<file path="src/rtl/fetch_issue_buffer.sv">
// Dual-lane circular instruction queue between fetch and decode/issue (2 in, 2 out per cycle).
// Optional zero-latency empty-buffer bypass is compiled in when ISSUE_BUF_BYPASS_EN is defined.
module fetch_issue_buffer #(
   parameter int Depth = 8,
   parameter int XLEN  = 32
) (
   input  logic                      clk_i,
   input  logic                      rstn_i,
   input  logic                      flush_i,
   input  logic [1:0]                in_valid_i,
   input  logic [1:0][XLEN-1:0]      in_pc_i,
   input  logic [1:0][XLEN-1:0]      in_instr_i,
   output logic                      in_ready_o,
   output logic [1:0]                out_valid_o,
   output logic [1:0][XLEN-1:0]      out_pc_o,
   output logic [1:0][XLEN-1:0]      out_instr_o,
   input  logic [1:0]                out_take_i,
   output logic [$clog2(Depth):0]    count_o
);

   localparam int AW = $clog2(Depth);
   localparam int CW = AW + 1;

   logic [XLEN-1:0]      r_memPc    [Depth];
   logic [XLEN-1:0]      r_memInstr [Depth];
   logic [AW-1:0]        r_rdPtr;
   logic [AW-1:0]        r_wrPtr;
   logic [CW-1:0]        r_cnt;

   logic                 w_enq;
   logic                 w_bypass;
   logic [1:0]           w_cmpValid;
   logic [1:0][XLEN-1:0] w_cmpPc;
   logic [1:0][XLEN-1:0] w_cmpInstr;
   logic [1:0][XLEN-1:0] w_lanePc;
   logic [1:0][XLEN-1:0] w_laneInstr;
   logic [1:0][XLEN-1:0] w_wrPc;
   logic [1:0][XLEN-1:0] w_wrInstr;
   logic [1:0]           w_nIn;
   logic [1:0]           w_nOut;
   logic [1:0]           w_skip;
   logic [1:0]           w_nWr;
   logic [1:0]           w_rdAdv;
   logic [AW-1:0]        w_rdIdx1;
   logic [AW-1:0]        w_wrIdx1;

   // Ready looks only at the registered count so fetch never depends on this cycle's takes.
   assign in_ready_o = (r_cnt <= CW'(Depth - 2));
   assign w_enq      = in_ready_o & ~flush_i;
   assign count_o    = r_cnt;
   assign w_rdIdx1   = r_rdPtr + AW'(1);
   assign w_wrIdx1   = r_wrPtr + AW'(1);

   // Compact the valid input lanes so a lone lane-1 instruction lands in the first free slot.
   always_comb begin
      w_cmpValid = 2'b00;
      w_cmpPc    = '0;
      w_cmpInstr = '0;
      if (in_valid_i[0]) begin
         w_cmpValid    = {in_valid_i[1], 1'b1};
         w_cmpPc[0]    = in_pc_i[0];
         w_cmpInstr[0] = in_instr_i[0];
         w_cmpPc[1]    = in_pc_i[1];
         w_cmpInstr[1] = in_instr_i[1];
      end else if (in_valid_i[1]) begin
         w_cmpValid    = 2'b01;
         w_cmpPc[0]    = in_pc_i[1];
         w_cmpInstr[0] = in_instr_i[1];
      end
   end

   assign w_nIn = w_enq ? ({1'b0, w_cmpValid[0]} + {1'b0, w_cmpValid[1]}) : 2'd0;

   always_comb begin
      w_bypass       = 1'b0;
      out_valid_o[0] = ~flush_i & (r_cnt >= CW'(1));
      out_valid_o[1] = ~flush_i & (r_cnt >= CW'(2));
      w_lanePc[0]    = r_memPc[r_rdPtr];
      w_laneInstr[0] = r_memInstr[r_rdPtr];
      w_lanePc[1]    = r_memPc[w_rdIdx1];
      w_laneInstr[1] = r_memInstr[w_rdIdx1];
`ifdef ISSUE_BUF_BYPASS_EN
      if (r_cnt == '0 && !flush_i) begin
         w_bypass    = 1'b1;
         out_valid_o = w_cmpValid;
         w_lanePc    = w_cmpPc;
         w_laneInstr = w_cmpInstr;
      end
`endif
      for (int k = 0; k < 2; k++) begin
         out_pc_o[k]    = out_valid_o[k] ? w_lanePc[k]    : '0;
         out_instr_o[k] = out_valid_o[k] ? w_laneInstr[k] : '0;
      end
   end

   // Lane 1 only counts when lane 0 is also taken, keeping issue in program order.
   assign w_nOut = {1'b0, out_take_i[0] & out_valid_o[0]}
                 + {1'b0, out_take_i[1] & out_valid_o[1] & out_take_i[0]};

   // Bypassed lanes that issue are skipped at the write port rather than stored and popped.
   assign w_skip  = w_bypass ? w_nOut : 2'd0;
   assign w_nWr   = w_nIn - w_skip;
   assign w_rdAdv = w_bypass ? 2'd0 : w_nOut;

   assign w_wrPc[0]    = (w_skip == 2'd0) ? w_cmpPc[0]    : w_cmpPc[1];
   assign w_wrInstr[0] = (w_skip == 2'd0) ? w_cmpInstr[0] : w_cmpInstr[1];
   assign w_wrPc[1]    = w_cmpPc[1];
   assign w_wrInstr[1] = w_cmpInstr[1];

   always_ff @(posedge clk_i) begin
      if (w_enq && w_nWr >= 2'd1) begin
         r_memPc[r_wrPtr]    <= w_wrPc[0];
         r_memInstr[r_wrPtr] <= w_wrInstr[0];
      end
      if (w_enq && w_nWr == 2'd2) begin
         r_memPc[w_wrIdx1]    <= w_wrPc[1];
         r_memInstr[w_wrIdx1] <= w_wrInstr[1];
      end
   end

   // Flush outranks everything; with outputs masked, takes cannot slip through either.
   always_ff @(posedge clk_i or negedge rstn_i) begin
      if (!rstn_i) begin
         r_rdPtr <= '0;
         r_wrPtr <= '0;
         r_cnt   <= '0;
      end else if (flush_i) begin
         r_rdPtr <= '0;
         r_wrPtr <= '0;
         r_cnt   <= '0;
      end else begin
         r_rdPtr <= r_rdPtr + AW'(w_rdAdv);
         r_wrPtr <= r_wrPtr + AW'(w_nWr);
         r_cnt   <= r_cnt + CW'(w_nIn) - CW'(w_nOut);
      end
   end

endmodule

</file>
<file path="config.mk">
export PLATFORM = sky130hd
export DESIGN_NAME = fetch_issue_buffer
export DESIGN_NICKNAME = d
export VERILOG_FILES = /design/src/rtl/fetch_issue_buffer.sv
export SDC_FILE = /design/constraint.sdc
export NUM_CORES = 1
export LEC_CHECK = 0
export CAP_MARGIN = 25
export CORE_MARGIN = 10
export CORE_UTILIZATION = 50
export DETAILED_ROUTE_END_ITERATION = 12
export GPL_TIMING_DRIVEN = 0
export PLACE_DENSITY = 0.69
export REMOVE_ABC_BUFFERS = 1
export SETUP_SLACK_MARGIN = 0.02
export SKIP_LAST_GASP = 1
export SYNTH_ARGS = -nofsm -noshare
export SYNTH_HDL_FRONTEND = slang
export SYNTH_SLANG_ARGS = --single-unit
</file>
<file path="constraint.sdc">
create_clock -name clk_i -period 8.25 [get_ports clk_i]
set_clock_uncertainty 0.15 [all_clocks]
set_input_delay 0.825 -clock clk_i [delete_from_list [all_inputs] [get_ports clk_i]]
set_output_delay 0.825 -clock clk_i [all_outputs]
set_load 0.01 [all_outputs]
</file>
; ---- Yosys cells after proc, flatten, opt, wreduce, memory -nomap -nowiden
; Memory sizes are Yosys's and may differ from the RTL's.
; Index checks and enable logic that the tools add are counted.
[totals]
ff_bits = 10
latch_bits = 0
ram_bits = 512
mem_bits_ro = 0
input_bits = 135
out_inout_bits = 135
wordCells = 47
n_memories = 2
[mem_list]
columns = name, depth, word_bits, rd, rd_ports_with_merged_regs, wr, line
row1 = r_memInstr, 8, 32, 2, 0, 2, 25  ; logic [XLEN-1:0] r_memInstr [Depth];
row2 = r_memPc, 8, 32, 2, 0, 2, 24  ; logic [XLEN-1:0] r_memPc [Depth];
[classes]
add_sub_neg = 8
multipliers = 0
div = 0
magnitude_cmp = 4
n_eq_ne = 1
shifts = 0
muxes = 20
n_bitwise = 7
n_reduce_logical = 2
[op_table]
columns = operator, count
row1 = $mux W32, 10
row2 = $add A3 B1 Y3 const B, 2
row3 = $add A3 B2 Y3, 2
row4 = $and A1 B1 Y1, 6
row5 = $mux W3, 2
row6 = $mux W1, 5
row7 = $add A1 B1 Y2, 2
row8 = $add A4 B2 Y4, 1
row9 = $ge A4 B1 Y1 const B, 1
row10 = $ge A4 B2 Y1 const B, 1
row11 = $le A4 B3 Y1 const B, 1
row12 = $mux W2, 2
row13 = $mux W4, 1
row14 = $sub A4 B2 Y4, 1
row15 = $eq A2 B2 Y1 const B, 1
row16 = $ge A2 B1 Y1 const B, 1
row17 = $logic_and A1 B1 Y1, 2
row18 = $not A1 Y1, 1

; ---- Depth between registers and ports, before layout
; Gate-level depths: netlist of the first run.
[depth]
depth_word = 8
mapped_depth = 13
ltp_nobuf = 13

; ---- Worst setup path after synthesis of the first run
; Ideal clock, no wire load.
[synth_timing]
kind = input-to-reg
from = input port in_valid_i[0]
to = memory r_memInstr[3][0] (enable)
arrival_time_ns = 6.149
required_time_ns = 7.519
setup_slack_ns = 1.370
path_stages = 3
path_buffers = 0
cell_sequence = ha_1 o21ai_0 o31ai_1
[synth_rtl]
columns = element, line
row1 = from (decl), 10  ; input logic [1:0] in_valid_i,
row2 = to (decl), 25

==> flow_metrics.tcl, run 1 <==
set metrics [dict create \
    syn_to_final_growth_pct 19.3 \
    htree_levels 2 \
    power_uw 8710 \
    yosysTopAreaCell "edfxtp_1" \
    power.leakage_uw 0.0113 \
    clock_sinks 522 \
    cts_setup_buffers 0 \
    yosysSeqAreaShare_pct 51.7 \
    numPortBuffers 269 \
    cp.arrival_ns 4.24 \
    clock-root-buffer "clkbuf_16" \
    layout-drive-gt1-share_pct 20.5 \
    relSlewSlack_pct 33.0 \
    hold_class "primary input to async pin" \
    fin_crit_ns 5.21 \
    gp_congestion 0.786 \
    cp_max_fo 55 \
    layout_common_cells "mux2i_1, edfxtp_1, clkdlybuf4s50_1" \
    path_clk_slew_ns 0.06 \
    tightest_slew_ns 1.00 \
    drc 0 \
    rows 90 \
    netlist_area_um2 30200 \
    yosysTopAreaCellShare_pct 50.8 \
    core_um2 60100 \
    rsz0062_at_grt "no" \
    crit_path_end_kind "output pin" \
    start_util_pct 50.3 \
    ys.warnings.count 0 \
    routed_via_density 6.69 \
    status "completed" \
    synthTopCellsByArea "edfxtp_1, mux4_2, mux2i_1" \
    cts_made_buffers 54 \
    fin_hold_ws_ns 0.412 \
    finalCritPeriodShare_pct 63.2 \
    ys_ff_latch 522 \
    cts_tree "built" \
    finalMaxSlewViolations 0 \
    die_w_um 266 \
    antennaDiodeCount 0 \
    clockBufferDepth 3 \
    nNetsFinal 2190 \
    reg2reg_slack_ns 4.37 \
    required_ns 7.28 \
    cap_violations 0 \
    routed_wl_um 89800 \
    grt_pass1_vias 20700 \
    vias 19200 \
    path_class "flip-flop to output pin" \
    ios 270 \
    hold_buffers 0 \
    grt_pass1_wl_um 132000 \
    synth_cell_types 38 \
    syn_avg_cell_area_um2 16.6 \
    vdd_drop_max_mv 0.200 \
    synthCells 1819 \
    antenna_left 0 \
    finalSetupViolations 0 \
    fmax_mhz 192 \
    power_density_nw_per_um2 241 \
    die-area_um2 70700 \
    cts_resized 0 \
    clk_latency_ns 0.60 \
    grt_max_degree 71 \
    grt_antenna_before_repair 2 \
    finalHoldViolCount 0 \
    dr.pass1.iters 5 \
    start_kind "flip-flop" \
    hpwl_um 54100 \
    track_usage_pct 25.1 \
    wl_per_cell_um 31.4 \
    die_y_um 266 \
    gr-total-overflow 0 \
    drt_iter0_drc 1881 \
]
## layout make-up
cell class / instances / area, um2
Fill cell: 4552 / 24100
Tap cell: 782 / 978
Clock buffer: 67 / 1480
Multi-Input combinational cell: 1116 / 13600
Inverter: 11 / 41.3
Timing Repair Buffer: 334 / 4110
Clock inverter: 32 / 249
Sequential cell: 522 / 15600
## where the power goes
group | switching (uW) | leakage, uW | internal (uW)
combinational | 1480 | 0.00560 | 1620
clock | 1030 | 0.000856 | 1390
sequential | 116 | 0.00481 | 3070
total | 2620 | 0.0113 | 6090
## state kept, by name, indices dropped and copies added, names as in the netlist
| register | flops |
|---|---|
| r_memInstr | 256 |
| r_memPc | 256 |
| count_o | 4 |
| r_rdPtr | 3 |
| r_wrPtr | 3 |
## critical path, cell delays in order (launching register included)
cell and delay, ns:
dfrtp_4 1.04, ha_4 0.70, buf_16 0.39, buf_16 0.29
mux4_2 0.34, a22o_1 0.30, clkdlybuf4s50_1 0.51
## final timing paths
kind                            startpoint               to  cells past startpoint
worst max-delay path            r_rdPtr[0]  out_instr_o[36]                      6
worst min-delay path                rstn_i       count_o[1]                      1
worst max register to register  r_wrPtr[1]   r_memPc[7][24]                      7
worst min register to register  r_rdPtr[2]       r_rdPtr[2]                      2
max in group asynchronous           rstn_i       r_rdPtr[1]                      1
min in group clk_i              r_rdPtr[2]       r_rdPtr[2]                      2
## metrics by stage
| stage | TNS [ns] | std cells | worst slack [ns] | util (%) | area (um2) |
|---|---|---|---|---|---|
| final | 0 | 2864 | 3.04 | 60.0 | 36100 |
| after global placement | - | 2700 | -23.04 | 54.5 | 32800 |
| after CTS | 0 | 2864 | 2.97 | 60.0 | 36100 |
| after floorplan | -447.78 | 1649 | -4.09 | - | 29100 |
| after detailed placement | 0 | 2765 | 2.99 | 57.1 | 34300 |
| after global routing | 0 | 2864 | 2.86 | 60.0 | 36100 |
## synth_stat cells (all sizes together)
cell type	n
o31ai	1
nor3b	1
and4bb	1
ha	12
or2	2
nand4	1
nor3	5
fa	4
nor4b	1
a22o	128
a21oi	4
a22oi	62
xor2	2
mux2i	512
and2	5
nand2	70
dfrtp	10
nand3	3
edfxtp	512
nor2	18
buf	116
mux4	256
nor2b	8
and3	5
a21o	4
o21ai	2
clkbuf	54
mux2	1
inv	11
a41o	2
xnor2	5
nand2b	1
## kinds of logic (layout without fill, tap and decap cells)
group | after synthesis | after routing | synth area share (%)
DFF | 522 | 522 | 51.7
AOI/OAI and AO/OA | 203 | 203 | 5.54
buffers and inverters | 181 | 444 | 3.93
xor gates and xnor gates | 7 | 7 | 0.203
and+or+nand+nor | 121 | 121 | 1.82
adders and majority gates | 16 | 16 | 0.761
muxes | 769 | 769 | 36.1
## layer usage
layer	GRT usage (%)	part of all wire [%]	vias to the layer above
met5	0	0.027	-
met4	7.66	2.6	4
met3	5.38	8.5	153
met2	43.3	51	912
met1	31.2	38	10000
li1	-	-	8061
No activity file was read; power rests on OpenSTA's default activity.
==> run 2: changes to the inputs <==
--- a/config.mk
+++ b/config.mk
@@ -10,7 +10,7 @@
 export CORE_UTILIZATION = 50
 export DETAILED_ROUTE_END_ITERATION = 12
 export GPL_TIMING_DRIVEN = 0
-export PLACE_DENSITY = 0.69
+export PLACE_DENSITY = 0.72
 export REMOVE_ABC_BUFFERS = 1
 export SETUP_SLACK_MARGIN = 0.02
 export SKIP_LAST_GASP = 1
==> constraint.sdc (replaced) <==
create_clock -name clk_i -period 4.68 [get_ports clk_i]
set_clock_uncertainty 0.15 [all_clocks]
set_input_delay 0.468 -clock clk_i [delete_from_list [all_inputs] [get_ports clk_i]]
set_output_delay 0.468 -clock clk_i [all_outputs]
set_load 0.01 [all_outputs]
==> run 2 against run 1 <==
  * Worst setup slack got worse by 2.9 ns
  * Core utilization barely moved
  * Flip-flop and latch count did not move
  * Count of clock-buffer cells in the layout grew 2
  * Highest routed layer unchanged
==> flow_metrics.tcl, run 2 (synthesis results as in run 1) <==
set metrics [dict create \
    status "completed" \
    endpoint "out_instr_o[46]" \
    dpl_cell_area_um2 34300 \
    vdd_drop_max_mv 0.383 \
    numPortBuffers 269 \
    crit_top_cell "buf_16" \
    crit_path_end_kind "output pin" \
    power_uw 15400 \
    r2r-end "r_memPc[0][6]" \
    grt_pass1_vias 20900 \
    start_kind "flip-flop" \
    cp_max_fo 45 \
    switching_share_pct 30.7 \
    clock_sinks 522 \
    fin_hold_ws_ns 0.0390 \
    power_frac_seq_pct 36.1 \
    cts_made_buffers 56 \
    tightest_slew_ns 0.923 \
    clockBufferDepth 3 \
    cap_violations 0 \
    fmax_mhz 221 \
    finalMaxSlewViolations 0 \
    r2r-start "count_o[3]" \
    ios 270 \
    antenna_left 0 \
    layout_common_cells "mux2i_1, edfxtp_1, clkdlybuf4s50_1" \
    internal-power_uw 10700 \
    grt_antenna_before_repair 1 \
    reg2regPathDepth 9 \
    rows 90 \
    finalCritPeriodShare_pct 96.7 \
    worstPathCellList "buf_16 -> ha_4 -> buf_16 -> buf_16 -> mux4_2 -> a22o_1 -> clkdlybuf4s50_1" \
    finalHoldViolCount 0 \
    seq_area_um2 15600 \
    finalSetupViolations 0 \
    start_util_pct 50.3 \
    postLayoutCellArea_um2 36100 \
    hold_buffers 0 \
    gp_congestion 0.803 \
    reg2reg_slack_ns 0.58 \
    antennaDiodeCount 0 \
    rsz0062_at_grt "no" \
    vias 19500 \
    hold_class "primary input to async pin" \
    slowest_stage "dfrtp_4" \
    drc 0 \
    comb_power_share_pct 36.6 \
    die_w_um 266 \
    power_density_nw_per_um2 428 \
    cp.arrival_ns 3.91 \
    die_y_um 266 \
    gr-total-overflow 0 \
    die-area_um2 70700 \
    slowest_delay_ns 0.64 \
    htree_levels 2 \
    drt_iter0_drc 2178 \
    final_core_util_pct 60.0 \
    routed_wl_um 91700 \
    routed_via_density 6.81 \
    fill_cells 4433 \
    hpwl_um 55400 \
    multi_input_area_um2 13600 \
    cp-startpoint "r_rdPtr[0]" \
    cts_setup_buffers 4 \
    required_ns 4.06 \
    wl_per_cell_um 32.0 \
    cts_resized 0 \
    layout-drive-gt1-share_pct 20.3 \
    fin_crit_ns 4.52 \
    grt_max_degree 73 \
    power.leakage_uw 0.0113 \
    core_um2 60100 \
    grt_pass1_wl_um 136000 \
    syn_to_final_growth_pct 19.3 \
    nNetsFinal 2196 \
    track_usage_pct 25.7 \
    placed_cells 2765 \
    dr.pass1.iters 5 \
    clk_latency_ns 0.63 \
    switchingPower_uw 4730 \
    cts_tree "built" \
    pwr-share-clk_pct 27.3 \
    path_class "flip-flop to output pin" \
    layout.cells.non_filler 2864 \
    clock-root-buffer "clkbuf_16" \
    path_clk_slew_ns 0.06 \
    relSlewSlack_pct 38.3 \
]
[run 2: per-layer routing]
| layer | global-route usage [%] | vias up | wire (um) |
|---|---|---|---|
| met5 | 0 | - | 13 |
| met4 | 7.58 | 2 | 2490 |
| met3 | 5.31 | 185 | 9320 |
| met2 | 41.9 | 1154 | 44400 |
| met1 | 34.5 | 10100 | 35400 |
| li1 | - | 8061 | - |
[run 2: final cells by class]
| cell class | count | share of cell area, % |
|---|---|---|
| Sequential cell | 522 | 43.3 |
| Timing Repair Buffer | 338 | 11.6 |
| Clock buffer | 69 | 4.08 |
| Inverter | 11 | 0.114 |
| Tap cell | 782 | 2.71 |
| Clock inverter | 26 | 0.548 |
| Multi-Input combinational cell | 1116 | 37.6 |
[run 2: stage by stage]
| step | setup TNS [ns] | worst slack, ns |
|---|---|---|
| detailed placement | -11.90 | -0.160 |
| global route | 0 | 0.0556 |
| CTS | 0 | 0.139 |
| floorplan | -1951.70 | -7.30 |
| finish | 0 | 0.157 |
| global placement | - | -26.51 |
[run 2: worst max-delay path: cells and delay by family (launching register included)]
family / cells / cell delay, ns
buffers and inverters: 4 / 1.35
adders and majority gates: 1 / 0.53
AOI/OAI and AO/OA: 1 / 0.29
muxes: 1 / 0.36
DFF: 1 / 0.64
[run 2: power groups by stage]
stage / Combinational (uW) / Sequential, uW / Clock (uW)
final: 5650 / 5580 / 4210
after global routing: 5950 / 5600 / 4420
after CTS: 5660 / 5570 / 4250
after detailed placement: 5550 / 5680 / 0
after global placement: 5010 / 5980 / 0
after floorplan: 3620 / 5920 / 0
[run 2: how the worst min path moves through the flow]
| stage | from | to | slack [ns] | depth (start not counted) |
|---|---|---|---|---|
| 3_3_place_gp | r_rdPtr[2] | r_rdPtr[2] | 0.43 | 2 |
| 5_1_grt | rstn_i | r_wrPtr[1] | 0.07 | 1 |
| 6_report | rstn_i | r_wrPtr[1] | 0.04 | 1 |
| 3_5_place_dp | r_rdPtr[2] | r_rdPtr[2] | 0.55 | 2 |
| 2_1_floorplan | rstn_i | count_o[0] | 0.02 | 0 |
| 4_1_cts | rstn_i | r_wrPtr[1] | 0.03 | 1 |
==> run 3: changes to the inputs <==
--- a/config.mk
+++ b/config.mk
@@ -6,11 +6,13 @@
 export NUM_CORES = 1
 export LEC_CHECK = 0
 export CAP_MARGIN = 25
+export CELL_PAD_IN_SITES_DETAIL_PLACEMENT = 0
+export CELL_PAD_IN_SITES_GLOBAL_PLACEMENT = 1
 export CORE_MARGIN = 10
-export CORE_UTILIZATION = 50
+export CORE_UTILIZATION = 45
 export DETAILED_ROUTE_END_ITERATION = 12
 export GPL_TIMING_DRIVEN = 0
-export PLACE_DENSITY = 0.72
+export PLACE_DENSITY = 0.75
 export REMOVE_ABC_BUFFERS = 1
 export SETUP_SLACK_MARGIN = 0.02
 export SKIP_LAST_GASP = 1
==> run 3 against run 2 <==
  * Core utilization decreased by 5.3 points
  * Combinational power down 1%
  * Via count decreased by 1.4%
  * Global-route usage shrank 2.3 points
  * Critical path depth up 1
  * Non-clock buffer count down 5
==> flow_metrics.tcl, run 3 (synthesis results as in run 1) <==
set metrics [dict create \
    cp_max_fo 18 \
    clock_sinks 522 \
    layout-drive-gt1-share_pct 20.3 \
    path_class "primary input to output pin" \
    nNetsFinal 2192 \
    crit_top_cell "buf_6" \
    setup-tns-final_ns 0 \
    grt_use_met2_pct 39.5 \
    antennaDiodeCount 0 \
    path_clk_slew_ns 0.07 \
    fill_cells 5169 \
    track_usage_pct 23.4 \
    met3_usage_pct 4.45 \
    power.leakage_uw 0.0113 \
    gr-total-overflow 0 \
    worstPathCellList "clkdlybuf4s50_1 -> nor3_2 -> buf_8 -> buf_6 -> buf_6 -> buf_6 -> a22o_1 -> clkdlybuf4s50_1" \
    routed_via_density 6.52 \
    die_y_um 279 \
    slowest_delay_ns 1.01 \
    cp.arrival_ns 3.82 \
    routed_wl_um 93300 \
    layout.cells.non_filler 2948 \
    rsz0062_at_grt "no" \
    ios 270 \
    gp_congestion 0.741 \
    cap_violations 0 \
    relSlewSlack_pct 31.2 \
    clockBufferDepth 3 \
    clk_latency_ns 0.62 \
    syn_to_final_growth_pct 19.7 \
    placed_cells 2845 \
    top_usage_layer "met2" \
    finalSetupViolations 0 \
    grt_antenna_before_repair 0 \
    wl_per_cell_um 31.6 \
    slowest_stage "nor3_2" \
    drt_iter0_drc 2010 \
    finalHoldViolCount 0 \
    cts_made_buffers 57 \
    fin_crit_ns 4.44 \
    crit_path_end_kind "output pin" \
    hold_buffers 0 \
    reg2regPathDepth 9 \
    die_w_um 279 \
    fmax_mhz 225 \
    tightest_slew_ns 1.03 \
    drc 0 \
    cts_tree "built" \
    vias 19200 \
    power_density_nw_per_um2 433 \
    seq_area_um2 15600 \
    dpl_cell_area_um2 34400 \
    core_um2 66200 \
    finalMaxSlewViolations 0 \
    dr.pass1.iters 7 \
    finalCritPeriodShare_pct 94.9 \
    hold_class "primary input to async pin" \
    clock-root-buffer "clkbuf_16" \
    cts_resized 0 \
    start_kind "primary input" \
    grt_max_degree 69 \
    postLayoutCellArea_um2 36200 \
    met1_usage_pct 31.0 \
    start_util_pct 45.7 \
    rows 94 \
    antenna_left 0 \
    layout_common_cells "mux2i_1, edfxtp_1, clkdlybuf4s50_1" \
    required_ns 4.06 \
    fin_hold_ws_ns 0.0422 \
    numPortBuffers 269 \
    grt_pass1_vias 20500 \
    status "completed" \
    hpwl_um 56000 \
    multi_input_area_um2 13600 \
    grt_pass1_wl_um 136000 \
    r2r-start "count_o[3]" \
    vdd_drop_max_mv 0.345 \
    htree_levels 2 \
    cp-startpoint "flush_i" \
    die-area_um2 78000 \
]
[run 3: final cells by class]
type	count	area share, %
clock buffers	72	4.10
clock inverters	30	0.933
inverters	11	0.114
multi-input cells	1116	37.5
flip-flops and latches	522	43.2
well taps	864	2.99
repair buffers	333	11.2
[run 3: path summary, 6_finish.rpt]
path	endpoint	slack, ns
worst max-delay path	out_pc_o[5]	0.24
worst min-delay path	r_wrPtr[1]	0.04
worst max register to register	r_memPc[0][14]	0.65
worst min register to register	r_rdPtr[2]	0.49
max in group asynchronous	r_rdPtr[0]	3.94
min in group clk_i	r_rdPtr[2]	0.49
[run 3: routing by layer]
layer | share of wire (%) | vias up
met5 | 0 | -
met4 | 2.0 | 0
li1 | - | 8055
met1 | 40 | 10200
met3 | 8.0 | 129
met2 | 50 | 880
[run 3: power by group]
part	leakage (uW)	internal (uW)	switching, uW
clock	0.000882	2620	1860
sequential	0.00481	5420	166
combinational	0.00558	2880	2710
total	0.0113	10900	4740
[run 3: metrics by stage]
stage	utilization, %	total power [uW]	setup WS (ns)
CTS	54.6	15700	0.118
global route	54.7	16300	0.106
global placement	49.6	11000	-27.17
floorplan	-	9540	-7.30
finish	54.7	15700	0.239
detailed placement	51.9	11300	0.121
[run 3: repair_timing]
| item | 4_1_cts | 5_1_grt |
|---|---|---|
| buffers inserted | 0 | 1 |
| endpoints found under the setup margin | 0 | 6 |
| hold endpoints to repair | 0 | 0 |
[run 3: critical path: cells and delay by family]
family | cells | cell delay (ns)
compound gates | 1 | 0.18
buf+inv | 6 | 2.13
simple gates | 1 | 1.01
